<file path="src/rtl/io_channel_bank_pkg.sv">
// Shared constants for the IO channel bank: channel numbers, status bit
// positions, word widths and the display handshake states.
package io_channel_bank_pkg;

  localparam int WORD_W = 15;
  localparam int KEY_W  = 5;
  localparam int CNT_W  = 5;

  localparam logic [2:0] CH_KEY   = 3'd0;
  localparam logic [2:0] CH_STAT  = 3'd1;
  localparam logic [2:0] CH_GEN0  = 3'd2;
  localparam logic [2:0] CH_GEN1  = 3'd3;
  localparam logic [2:0] CH_GEN2  = 3'd4;
  localparam logic [2:0] CH_GEN3  = 3'd5;
  localparam logic [2:0] CH_DISP  = 3'd6;
  localparam logic [2:0] CH_TIMER = 3'd7;

  localparam int STAT_OVF  = 14;
  localparam int STAT_BUSY = 13;

  typedef enum logic [0:0] {
    DISP_IDLE = 1'b0,
    DISP_SEND = 1'b1
  } disp_state_e;

endpackage

</file>
<file path="src/rtl/io_channel_bank_if.sv">
// Host-side bus of the IO channel bank: channel read/write port, keypad
// input and the display output handshake.
interface io_channel_bank_if;
  import io_channel_bank_pkg::*;

  logic [2:0]        IO_read_sel;
  logic              IO_read_en;
  logic [WORD_W-1:0] IO_read_data;
  logic [2:0]        IO_write_sel;
  logic              IO_write_en;
  logic [WORD_W-1:0] IO_write_data;
  logic              key_valid;
  logic [KEY_W-1:0]  key_code;
  logic              disp_valid;
  logic              disp_ready;
  logic [WORD_W-1:0] disp_data;

  modport master (
    output IO_read_sel, IO_read_en, IO_write_sel, IO_write_en, IO_write_data,
    output key_valid, key_code, disp_ready,
    input  IO_read_data, disp_valid, disp_data
  );

  modport slave (
    input  IO_read_sel, IO_read_en, IO_write_sel, IO_write_en, IO_write_data,
    input  key_valid, key_code, disp_ready,
    output IO_read_data, disp_valid, disp_data
  );

endinterface

</file>
<file path="src/rtl/io_channel_bank_keycode_fifo.sv">
// Keycode FIFO; a push into a full FIFO is accepted only when a pop frees
// a slot in the same cycle, and a pop of an empty FIFO does nothing.
module keycode_fifo
  import io_channel_bank_pkg::*;
#(
  parameter int DEPTH = 4
) (
  input  logic             clock,
  input  logic             reset,
  input  logic             push,
  input  logic             pop,
  input  logic [KEY_W-1:0] din,
  output logic             full,
  output logic             empty,
  output logic [CNT_W-1:0] count,
  output logic [KEY_W-1:0] head
);

  localparam int AW = (DEPTH > 1) ? $clog2(DEPTH) : 1;

  logic [KEY_W-1:0] mem [DEPTH];
  logic [AW-1:0]    wr_ptr;
  logic [AW-1:0]    rd_ptr;
  logic             do_push;
  logic             do_pop;

  assign empty   = (count == '0);
  assign full    = (count == CNT_W'(DEPTH));
  assign do_pop  = pop && !empty;
  assign do_push = push && (!full || do_pop);
  assign head    = mem[rd_ptr];

  always_ff @(posedge clock or posedge reset) begin
    if (reset) begin
      wr_ptr <= '0;
      rd_ptr <= '0;
      count  <= '0;
    end else begin
      if (do_push) wr_ptr <= wr_ptr + 1'b1;
      if (do_pop)  rd_ptr <= rd_ptr + 1'b1;
      count <= count + CNT_W'(do_push) - CNT_W'(do_pop);
    end
  end

  // Storage needs no reset: head is masked by the consumer while empty.
  always_ff @(posedge clock) begin
    if (do_push) mem[wr_ptr] <= din;
  end

endmodule

</file>
<file path="src/rtl/io_channel_bank.sv">
// Eight-channel IO bank: keycode FIFO, status, four general registers,
// a one-deep display handshake and a free-running timer.
module io_channel_bank
  import io_channel_bank_pkg::*;
#(
  parameter int KEY_DEPTH = 4,
  parameter int TIMER_W   = WORD_W
) (
  input  logic             clock,
  input  logic             reset,
  io_channel_bank_if.slave bus
);

  logic              fifo_full;
  logic              fifo_empty;
  logic [CNT_W-1:0]  fifo_count;
  logic [KEY_W-1:0]  fifo_head;
  logic              key_pop;
  logic              overflow;
  logic [WORD_W-1:0] gen_q [4];
  logic [TIMER_W-1:0] timer;
  disp_state_e       disp_state;
  logic [WORD_W-1:0] disp_data_q;
  logic              disp_busy;
  logic              wr_stat;
  logic              wr_gen;
  logic              wr_disp;
  logic              wr_timer;
  logic [1:0]        wr_gen_idx;
  logic [1:0]        rd_gen_idx;
  logic [WORD_W-1:0] rd_data;

  assign key_pop    = bus.IO_read_en && (bus.IO_read_sel == CH_KEY);
  assign wr_stat    = bus.IO_write_en && (bus.IO_write_sel == CH_STAT);
  assign wr_gen     = bus.IO_write_en && (bus.IO_write_sel >= CH_GEN0) &&
                      (bus.IO_write_sel <= CH_GEN3);
  assign wr_disp    = bus.IO_write_en && (bus.IO_write_sel == CH_DISP);
  assign wr_timer   = bus.IO_write_en && (bus.IO_write_sel == CH_TIMER);
  assign wr_gen_idx = 2'(bus.IO_write_sel - CH_GEN0);
  assign rd_gen_idx = 2'(bus.IO_read_sel - CH_GEN0);
  assign disp_busy  = (disp_state == DISP_SEND);

  keycode_fifo #(.DEPTH(KEY_DEPTH)) u_fifo (
    .clock (clock),
    .reset (reset),
    .push  (bus.key_valid),
    .pop   (key_pop),
    .din   (bus.key_code),
    .full  (fifo_full),
    .empty (fifo_empty),
    .count (fifo_count),
    .head  (fifo_head)
  );

  // A full FIFO only loses the code when no pop frees a slot this cycle.
  always_ff @(posedge clock or posedge reset) begin
    if (reset) begin
      overflow <= 1'b0;
    end else if (bus.key_valid && fifo_full && !key_pop) begin
      overflow <= 1'b1;
    end else if (wr_stat && bus.IO_write_data[STAT_OVF]) begin
      overflow <= 1'b0;
    end
  end

  always_ff @(posedge clock or posedge reset) begin
    if (reset) begin
      for (int i = 0; i < 4; i++) gen_q[i] <= '0;
    end else if (wr_gen) begin
      gen_q[wr_gen_idx] <= bus.IO_write_data;
    end
  end

  always_ff @(posedge clock or posedge reset) begin
    if (reset) begin
      timer <= '0;
    end else if (wr_timer) begin
      timer <= TIMER_W'(bus.IO_write_data);
    end else begin
      timer <= timer + 1'b1;
    end
  end

  // Writes arriving while a word is still pending are dropped.
  always_ff @(posedge clock or posedge reset) begin
    if (reset) begin
      disp_state  <= DISP_IDLE;
      disp_data_q <= '0;
    end else begin
      case (disp_state)
        DISP_IDLE: if (wr_disp) begin
          disp_data_q <= bus.IO_write_data;
          disp_state  <= DISP_SEND;
        end
        DISP_SEND: if (bus.disp_ready) disp_state <= DISP_IDLE;
        default:   disp_state <= DISP_IDLE;
      endcase
    end
  end

  always_comb begin
    rd_data = '0;
    case (bus.IO_read_sel)
      CH_KEY:   rd_data = fifo_empty ? '0 : WORD_W'(fifo_head);
      CH_STAT: begin
        rd_data[STAT_OVF]    = overflow;
        rd_data[STAT_BUSY]   = disp_busy;
        rd_data[CNT_W-1:0]   = fifo_count;
      end
      CH_GEN0, CH_GEN1, CH_GEN2, CH_GEN3: rd_data = gen_q[rd_gen_idx];
      CH_DISP:  rd_data = disp_data_q;
      CH_TIMER: rd_data = WORD_W'(timer);
      default:  rd_data = '0;
    endcase
  end

  assign bus.IO_read_data = rd_data;
  assign bus.disp_valid   = disp_busy;
  assign bus.disp_data    = disp_data_q;

endmodule

</file>
<file path="src/flat_wrapper.sv">
// flat-port wrapper written by rule: the top's interface ports become plain ports
module io_channel_bank_flat import io_channel_bank_pkg::*;
#(
  parameter int KEY_DEPTH = 4,
  parameter int TIMER_W   = WORD_W
)
  (clock, reset, bus_IO_read_sel, bus_IO_read_en, bus_IO_write_sel, bus_IO_write_en, bus_IO_write_data, bus_key_valid, bus_key_code, bus_disp_ready, bus_IO_read_data, bus_disp_valid, bus_disp_data);
  io_channel_bank_if bus_i ();
  input  logic clock;
  input  logic reset;
  input wire logic [$bits(bus_i.IO_read_sel)-1:0] bus_IO_read_sel;
  input wire logic [$bits(bus_i.IO_read_en)-1:0] bus_IO_read_en;
  input wire logic [$bits(bus_i.IO_write_sel)-1:0] bus_IO_write_sel;
  input wire logic [$bits(bus_i.IO_write_en)-1:0] bus_IO_write_en;
  input wire logic [$bits(bus_i.IO_write_data)-1:0] bus_IO_write_data;
  input wire logic [$bits(bus_i.key_valid)-1:0] bus_key_valid;
  input wire logic [$bits(bus_i.key_code)-1:0] bus_key_code;
  input wire logic [$bits(bus_i.disp_ready)-1:0] bus_disp_ready;
  output wire logic [$bits(bus_i.IO_read_data)-1:0] bus_IO_read_data;
  output wire logic [$bits(bus_i.disp_valid)-1:0] bus_disp_valid;
  output wire logic [$bits(bus_i.disp_data)-1:0] bus_disp_data;
  assign bus_i.IO_read_sel = bus_IO_read_sel;
  assign bus_i.IO_read_en = bus_IO_read_en;
  assign bus_i.IO_write_sel = bus_IO_write_sel;
  assign bus_i.IO_write_en = bus_IO_write_en;
  assign bus_i.IO_write_data = bus_IO_write_data;
  assign bus_i.key_valid = bus_key_valid;
  assign bus_i.key_code = bus_key_code;
  assign bus_i.disp_ready = bus_disp_ready;
  assign bus_IO_read_data = bus_i.IO_read_data;
  assign bus_disp_valid = bus_i.disp_valid;
  assign bus_disp_data = bus_i.disp_data;
  io_channel_bank #(.KEY_DEPTH(KEY_DEPTH), .TIMER_W(TIMER_W)) u_core (.clock(clock), .reset(reset), .bus(bus_i));
endmodule
</file>
<file path="config.mk">
export PLATFORM = sky130hd
export DESIGN_NAME = io_channel_bank_flat
export DESIGN_NICKNAME = d
export VERILOG_FILES = /design/src/rtl/io_channel_bank_pkg.sv /design/src/rtl/io_channel_bank_if.sv /design/src/rtl/io_channel_bank_keycode_fifo.sv /design/src/rtl/io_channel_bank.sv /design/src/flat_wrapper.sv
export SDC_FILE = /design/constraint.sdc
export NUM_CORES = 1
export LEC_CHECK = 0
export ABC_AREA = 1
export BUFFER_PORTS_ARGS = -buffer_cell sky130_fd_sc_hd__buf_2
export CORE_MARGIN = 1.5
export CORE_UTILIZATION = 43
export DETAILED_ROUTE_END_ITERATION = 10
export PLACE_DENSITY = 0.62
export SLEW_MARGIN = 20
export SYNTH_ARGS = -nofsm -noshare
export SYNTH_HDL_FRONTEND = slang
export SYNTH_HIERARCHICAL = 1
export SYNTH_SLANG_ARGS = --single-unit
</file>
<file path="constraint.sdc">
create_clock -name clock -period 3.9 [get_ports clock]
set_input_delay 0.975 -clock clock [delete_from_list [all_inputs] [get_ports clock]]
set_output_delay 0.975 -clock clock [all_outputs]
set_load 0.05 [all_outputs]
</file>
# [Word level (Yosys, flattened, before mapping)]
# Memory sizes are Yosys's and may differ from the RTL's.
# Index checks and enable logic that the tools add are counted.
[classes] n_lt_le_gt_ge=5 bitwise=3 n_eq_ne=11 muxes=18 reduce_logical=21 addsub=7
[op_table] operator="60-bit bitwise mux" count=1
[op_table] operator="15-bit 2-to-1 mux" count=4
[op_table] operator="8-bit one-hot mux with 4 select lines" count=1
[op_table] operator="15-bit binary-select mux with 2-bit select" count=1
[op_table] operator="15-bit demux with 2-bit select" count=1
[op_table] operator="5-bit one-hot mux with 5 select lines" count=1
[op_table] operator="3-bit equality test, second input constant" count=6
[op_table] operator="15-bit by 1-bit adder with 15-bit output, second input constant" count=1
[op_table] operator="1-bit logical AND" count=12
[op_table] operator="2-bit one-hot mux with 5 select lines" count=1
[op_table] operator="3-bit by 1-bit equality test with 1-bit output, second input constant" count=2
[op_table] operator="3-bit by 2-bit equality test with 1-bit output, second input constant" count=2
[op_table] operator="3-bit greater-or-equal comparator, second input constant" count=2
[op_table] operator="1-bit 2-to-1 mux" count=6
[op_table] operator="2-bit inverter with 3-bit output" count=2
[op_table] operator="5-bit by 1-bit adder with 5-bit output" count=1
[op_table] operator="5-bit by 3-bit equality test with 1-bit output, second input constant" count=1
[op_table] operator="5-bit zero test" count=1
[op_table] operator="5-bit 2-to-1 mux" count=1
[op_table] operator="5-bit by 1-bit subtractor with 5-bit output" count=1
[op_table] operator="2-bit by 1-bit adder with 2-bit output, second input constant" count=2
[op_table] operator="4-bit OR reduction" count=1
[op_table] operator="2-bit subtractor, second input constant" count=2
[op_table] operator="3-bit by 2-bit greater-or-equal comparator with 1-bit output, second input constant" count=1
[op_table] operator="other kinds (9)" count=11
[totals] reg_bits=101 out_inout_bits=31 memories=1 mem_bits_rw=20 input_bits=32 word_cells=77
[mem_list] name="u_core.u_fifo.mem" depth=4 width=5 rd=1 rd_ports_with_merged_regs=0 write_ports=1 line="io_channel_bank_keycode_fifo.sv:21" source="logic [KEY_W-1:0] mem [DEPTH];"

# [Longest topological paths before layout]
[logic_depth] depth_word=7 depth_mapped=14 mapped_depth_nobuf=14

# [Hierarchy]
# Netlist, hierarchy kept.
[by_module_without_submodules] mod="io_channel_bank" seq_area_each_um2=2302.2 area_per_inst_um2=4531.8 n_inst=1 cells_each=580
[by_module_without_submodules] mod="keycode_fifo" seq_area_each_um2=825.8 area_per_inst_um2=1333.8 n_inst=1 cells_each=115

# [Worst setup path after synthesis]
# No wires, ideal clock.
[synth_timing] path_kind="in2out" start="input bus_IO_read_sel[1]" end="output bus_IO_read_data[10]" path_buffers=2 cell_stages=6 setup_slack_ps=948 t_arrival_ps=1977 required_ps=2925 cell_sequence="buf_6 > inv_2 > nor3_4 > buf_6 > a22oi_1 > nand2_1"
[synth_between] elab_chain_cells=6 word_cells_on_any_way=14 classes_between="add/sub (1); eq/ne (6); mux (4); bitwise (1); reduce/logical (2)"
[synth_rtl] item="start: declaration" line="flat_wrapper.sv:11" source="input wire logic [$bits(bus_i.IO_read_sel)-1:0] bus_IO_read_sel;"
[synth_rtl] item="2-bit subtractor" line="io_channel_bank.sv:40" source="assign rd_gen_idx = 2'(bus.IO_read_sel - CH_GEN0);"
[synth_rtl] item="2-bit inverter with 3-bit output (implied by the code)" line="io_channel_bank.sv:110" source="CH_GEN0, CH_GEN1, CH_GEN2, CH_GEN3: rd_data = gen_q[rd_gen_idx];"
[synth_rtl] item="15-bit binary-select mux with 2-bit select" line="io_channel_bank.sv:110"
[synth_rtl] item="15-bit 2-to-1 mux (implied by the code) (2 in series)" line="io_channel_bank.sv:110"
[synth_rtl] item="8-bit one-hot mux with 4 select lines *" line="io_channel_bank.sv:103" source="case (bus.IO_read_sel)"
[synth_rtl] item="end: declaration" line="flat_wrapper.sv:19" source="output wire logic [$bits(bus_i.IO_read_data)-1:0] bus_IO_read_data;"
# Mark *: on every way between the ends. The rest lies on a longest branch, timed or not. The select of a mux whose other input is x is not followed.

# [Final worst setup path]
[layout_timing] start="input bus_IO_read_sel[1]" end="output bus_IO_read_data[3]"
[layout_between] elab_chain_cells=6 word_cells_on_any_way=15 classes_between="add/sub (1); eq/ne (7); mux (4); bitwise (1); reduce/logical (2)"
[layout_rtl] item="2-bit subtractor" line="io_channel_bank.sv:40"
[layout_rtl] item="2-bit inverter with 3-bit output (implied by the code)" line="io_channel_bank.sv:110"
[layout_rtl] item="15-bit binary-select mux with 2-bit select" line="io_channel_bank.sv:110"
[layout_rtl] item="15-bit 2-to-1 mux (implied by the code) (2 in series)" line="io_channel_bank.sv:110"
[layout_rtl] item="5-bit one-hot mux with 5 select lines *" line="io_channel_bank.sv:103"
# Marks and branches as above.

==> key figures <==
Timing
  – Slew Limit Fails: 0
  – Crit share post-route: approximately 90%
  – RSZ-0062 raised after global routing: no
  – Fin Setup TNS: 0 ps
  – Clock Skew: 4.96 ps
  – Setup Viol. Count Final: 0
  – Max-slew headroom: a little under two fifths
  – Setup ws final: about 320 ps
  – Slew @ Worst Pin: a little over 900 ps
  – Hold Vio Cnt, Final: 0
  – Period minus WS final: approximately 3600 ps
  – Peak Freq: around 0.28 GHz

Pwr
  – Leakage: 3.33 nW
  – Peak supply drop: 0.000533 V
  – Power, Total: around 4.6 mW
  – Power Dens Cells: about 670 nW/µm²

Yosys
  – Mapped Cells: about 700
  – Flops & latches, synth: 121
  – Post-synth top area cell: dfrtp_1
  – Synthesized area: 5870 µm²
  – Net count after synthesis: 738
  – Register area share after synthesis: around 53%
  – Top post-synthesis cells by area: dfrtp_1 43%, nand2_1 15%, edfxtp_1 10%
  – Synth Flop Type: dfrtp_1
  – Synth Area per Inst: roughly 8.4 µm²
  – Yosys cell types: 30
  – Top cell type's share of synthesized area: between 40% and 50%
  – EDFF count, synth: 20
  – YS warnings: 6
  – Async SR Flop Fraction: 83.5%

Cells and area
  – Final #Nets: between 700 and 800
  – Diode count: 0
  – Area Growth Syn to Fin: 17.9%
  – Final core utilization: around 52%
  – Most common cell after layout, fill and taps aside: nand2_1
  – Most frequent cells in the layout: 232 x nand2_1, 101 x dfrtp_1, 90 x o21ai_0, 62 x buf_2, 47 x inv_1
  – Share of layout cells above drive strength 1: 16.1%

CTS
  – Htree depth: 4
  – Setup repair bufs after CTS: 0
  – Num CTS Buffers: 17
  – Clk root buf: clkbuf_16
  – Sink Count: between 100 and 150
  – Worst-Skew Late Latency: approximately 420 ps
  – Hold buffers post-CTS: 0
  – Clock Path Buffers: 2
  – CTS tree: built
  – CTS resizes: 0
  – Register clock-pin slew on the reported worst setup and hold paths: around 50 ps

Die
  – Die Span Y: between 100 and 150 µm
  – Chip width: 120 µm
  – Die area: around 14000 µm²
  – Placeable Area: 13300 µm²
  – Initial Utilization: between 40% and 50%
  – Num rows: 42
  – Top-level I/O count: 63

Setup path
  – Reg2Reg Launch Point: u_core/u_fifo/count[2]
  – Kind of critical path: in2out
  – CP required: ~2900 ps
  – Most used cell, CP: nand2_1
  – Critical Path End Type: primary output
  – Worst path cell trace: buf_2, nand2_1, nor2_4, nand2_1, nand2_1, nor2_1, nand3_1, buf_2
  – Largest stage delay on the critical path: around 450 ps
  – Buffers & Inverters on Critical Path: 2
  – Worst Path Arrival: between 2000 and 3000 ps
  – Worst setup SP type: primary input
  – CP Launch Point: bus_IO_read_sel[1]
  – Slowest stage cell, crit path: buf_2
  – CP top delay family: simple AND/OR/NAND/NOR gates
  – Critical path peak fanout: 25

Routing
  – Routed wl met2: 7.63 mm
  – Iter 0 DRT Violations: ~440
  – DR pass1 iterations: 6
  – Routed WL per cell: 16.3 µm
  – Top Layer Used: met4
  – DRC violations left: 0
  – Met1 WL: around 6.5 mm
  – Via count: between 4000 and 5000
  – Total wire length: ~15 mm
  – Avg Vias per Cell: slightly above 5
  – ANT nets after route: 0
  – Metal3 WL: ~950 µm

Global routing
  – Gr usage total: a little under a quarter
  – First-pass GRT wire length: about 25 mm
  – Initial antenna violation count: 0
  – Gr ovfl total: 0
  – Largest net degree at the start of global routing: about 50
  – Vias in the first global route: between 4000 and 5000

Hold path
  – Hold Startpoint: u_core/gen_q[22]
  – HP Class: reg2reg

Placed design
  – Dpl ws: approximately 330 ps
  – Buffers on Ports: between 60 and 70
  – HPWL after detailed placement: about 11 mm
  – Final Wtd Congestion: 0.822

Run status
  – Status: finished clean

Run
  – Max cap viols: 0
-- final cells by class --
type / count / area [µm²]
clock buffer: 17 / 425
timing repair buffer: 73 / 393
multi-input combinational: 491 / 2370
fill: 1239 / 6380
inverter: 52 / 196
sequential: 121 / 3130
clock inverter: 15 / 178
tap: 176 / 220
-- synthesized netlist by cell type, types with 10 or more instances --
master,count
a21oi_1,11
nand2_1,232
dfrtp_1,101
nand3_1,46
buf_2,14
nor2_1,35
nand4_1,14
edfxtp_1,20
o21ai_1,11
o21ai_0,90
ha_1,10
xor2_1,10
clkbuf_1,10
inv_1,48
-- stage by stage --
| step | instances | hold slack, ps | cell area, µm² |
|---|---|---|---|
| floorplan | 695 | 453 | 5870 |
| global placement | 913 | 466 | 6310 |
| detailed placement | 913 | 473 | 6310 |
| CTS | 945 | 487 | 6910 |
| global route | 945 | 510 | 6910 |
| finish | 945 | 483 | 6910 |
-- where the power goes --
| part | internal, mW | total, mW | switching (mW) |
|---|---|---|---|
| logic | 0.379 | 1.18 | 0.798 |
| clock network | 1.00 | 1.59 | 0.585 |
| registers | 1.58 | 1.84 | 0.252 |
-- cells by family after synthesis --
group	Yosys count	synth area share, %
adder cells (fa/ha/maj)	11	2.47
flip-flops	121	53.3
AO/OA/AOI/OAI	125	11.1
XOR/XNOR	13	2.07
AND/OR/NAND/NOR	342	24.8
buffers and inverters	83	6.21
-- flip-flops by register name, summed over array words and instances (netlist names) --
| register | count |
|---|---|
| u_core/gen_q | 60 |
| u_core/u_fifo/mem | 20 |
| u_core/bus.disp_data | 15 |
| u_core/timer | 15 |
| u_core/u_fifo/count | 5 |
| u_core/u_fifo/rd_ptr | 2 |
| u_core/u_fifo/wr_ptr | 2 |
| u_core/bus.disp_valid | 1 |
| u_core/overflow | 1 |
-- worst register-to-register path, stage by stage, from the launching register on --
cell and delay, ps:
dfrtp_1 400, inv_1 90, ha_1 140, inv_1 30, nor2_1 100, nand2_2 90, nand2_2 110, or2_1 180
nand2_1 80, ha_1 200, fa_1 410, nand3_1 100, nand2_1 60, xor2_1 140
-- routing by layer --
layer / global-route usage [%] / vias to the layer above
li1: - / 2395
met1: 29.4 / 2303
met2: 39.0 / 185
met3: 5.99 / 27
met4: 8.41 / 0
met5: 0 / -
-- worst paths after layout --
kind,to,slack (ps),depth (start not counted)
hold reg to reg,u_core/gen_q[22],480,2
min in group asynchronous,u_core/u_fifo/count[4],530,2
setup reg to reg,u_core/u_fifo/count[4],1630,13
max in group asynchronous,u_core/gen_q[48],2480,3
setup / recovery,bus_IO_read_data[3],320,8
hold / removal,u_core/gen_q[22],480,2
Note: power is estimated with default switching activity, not from simulation.
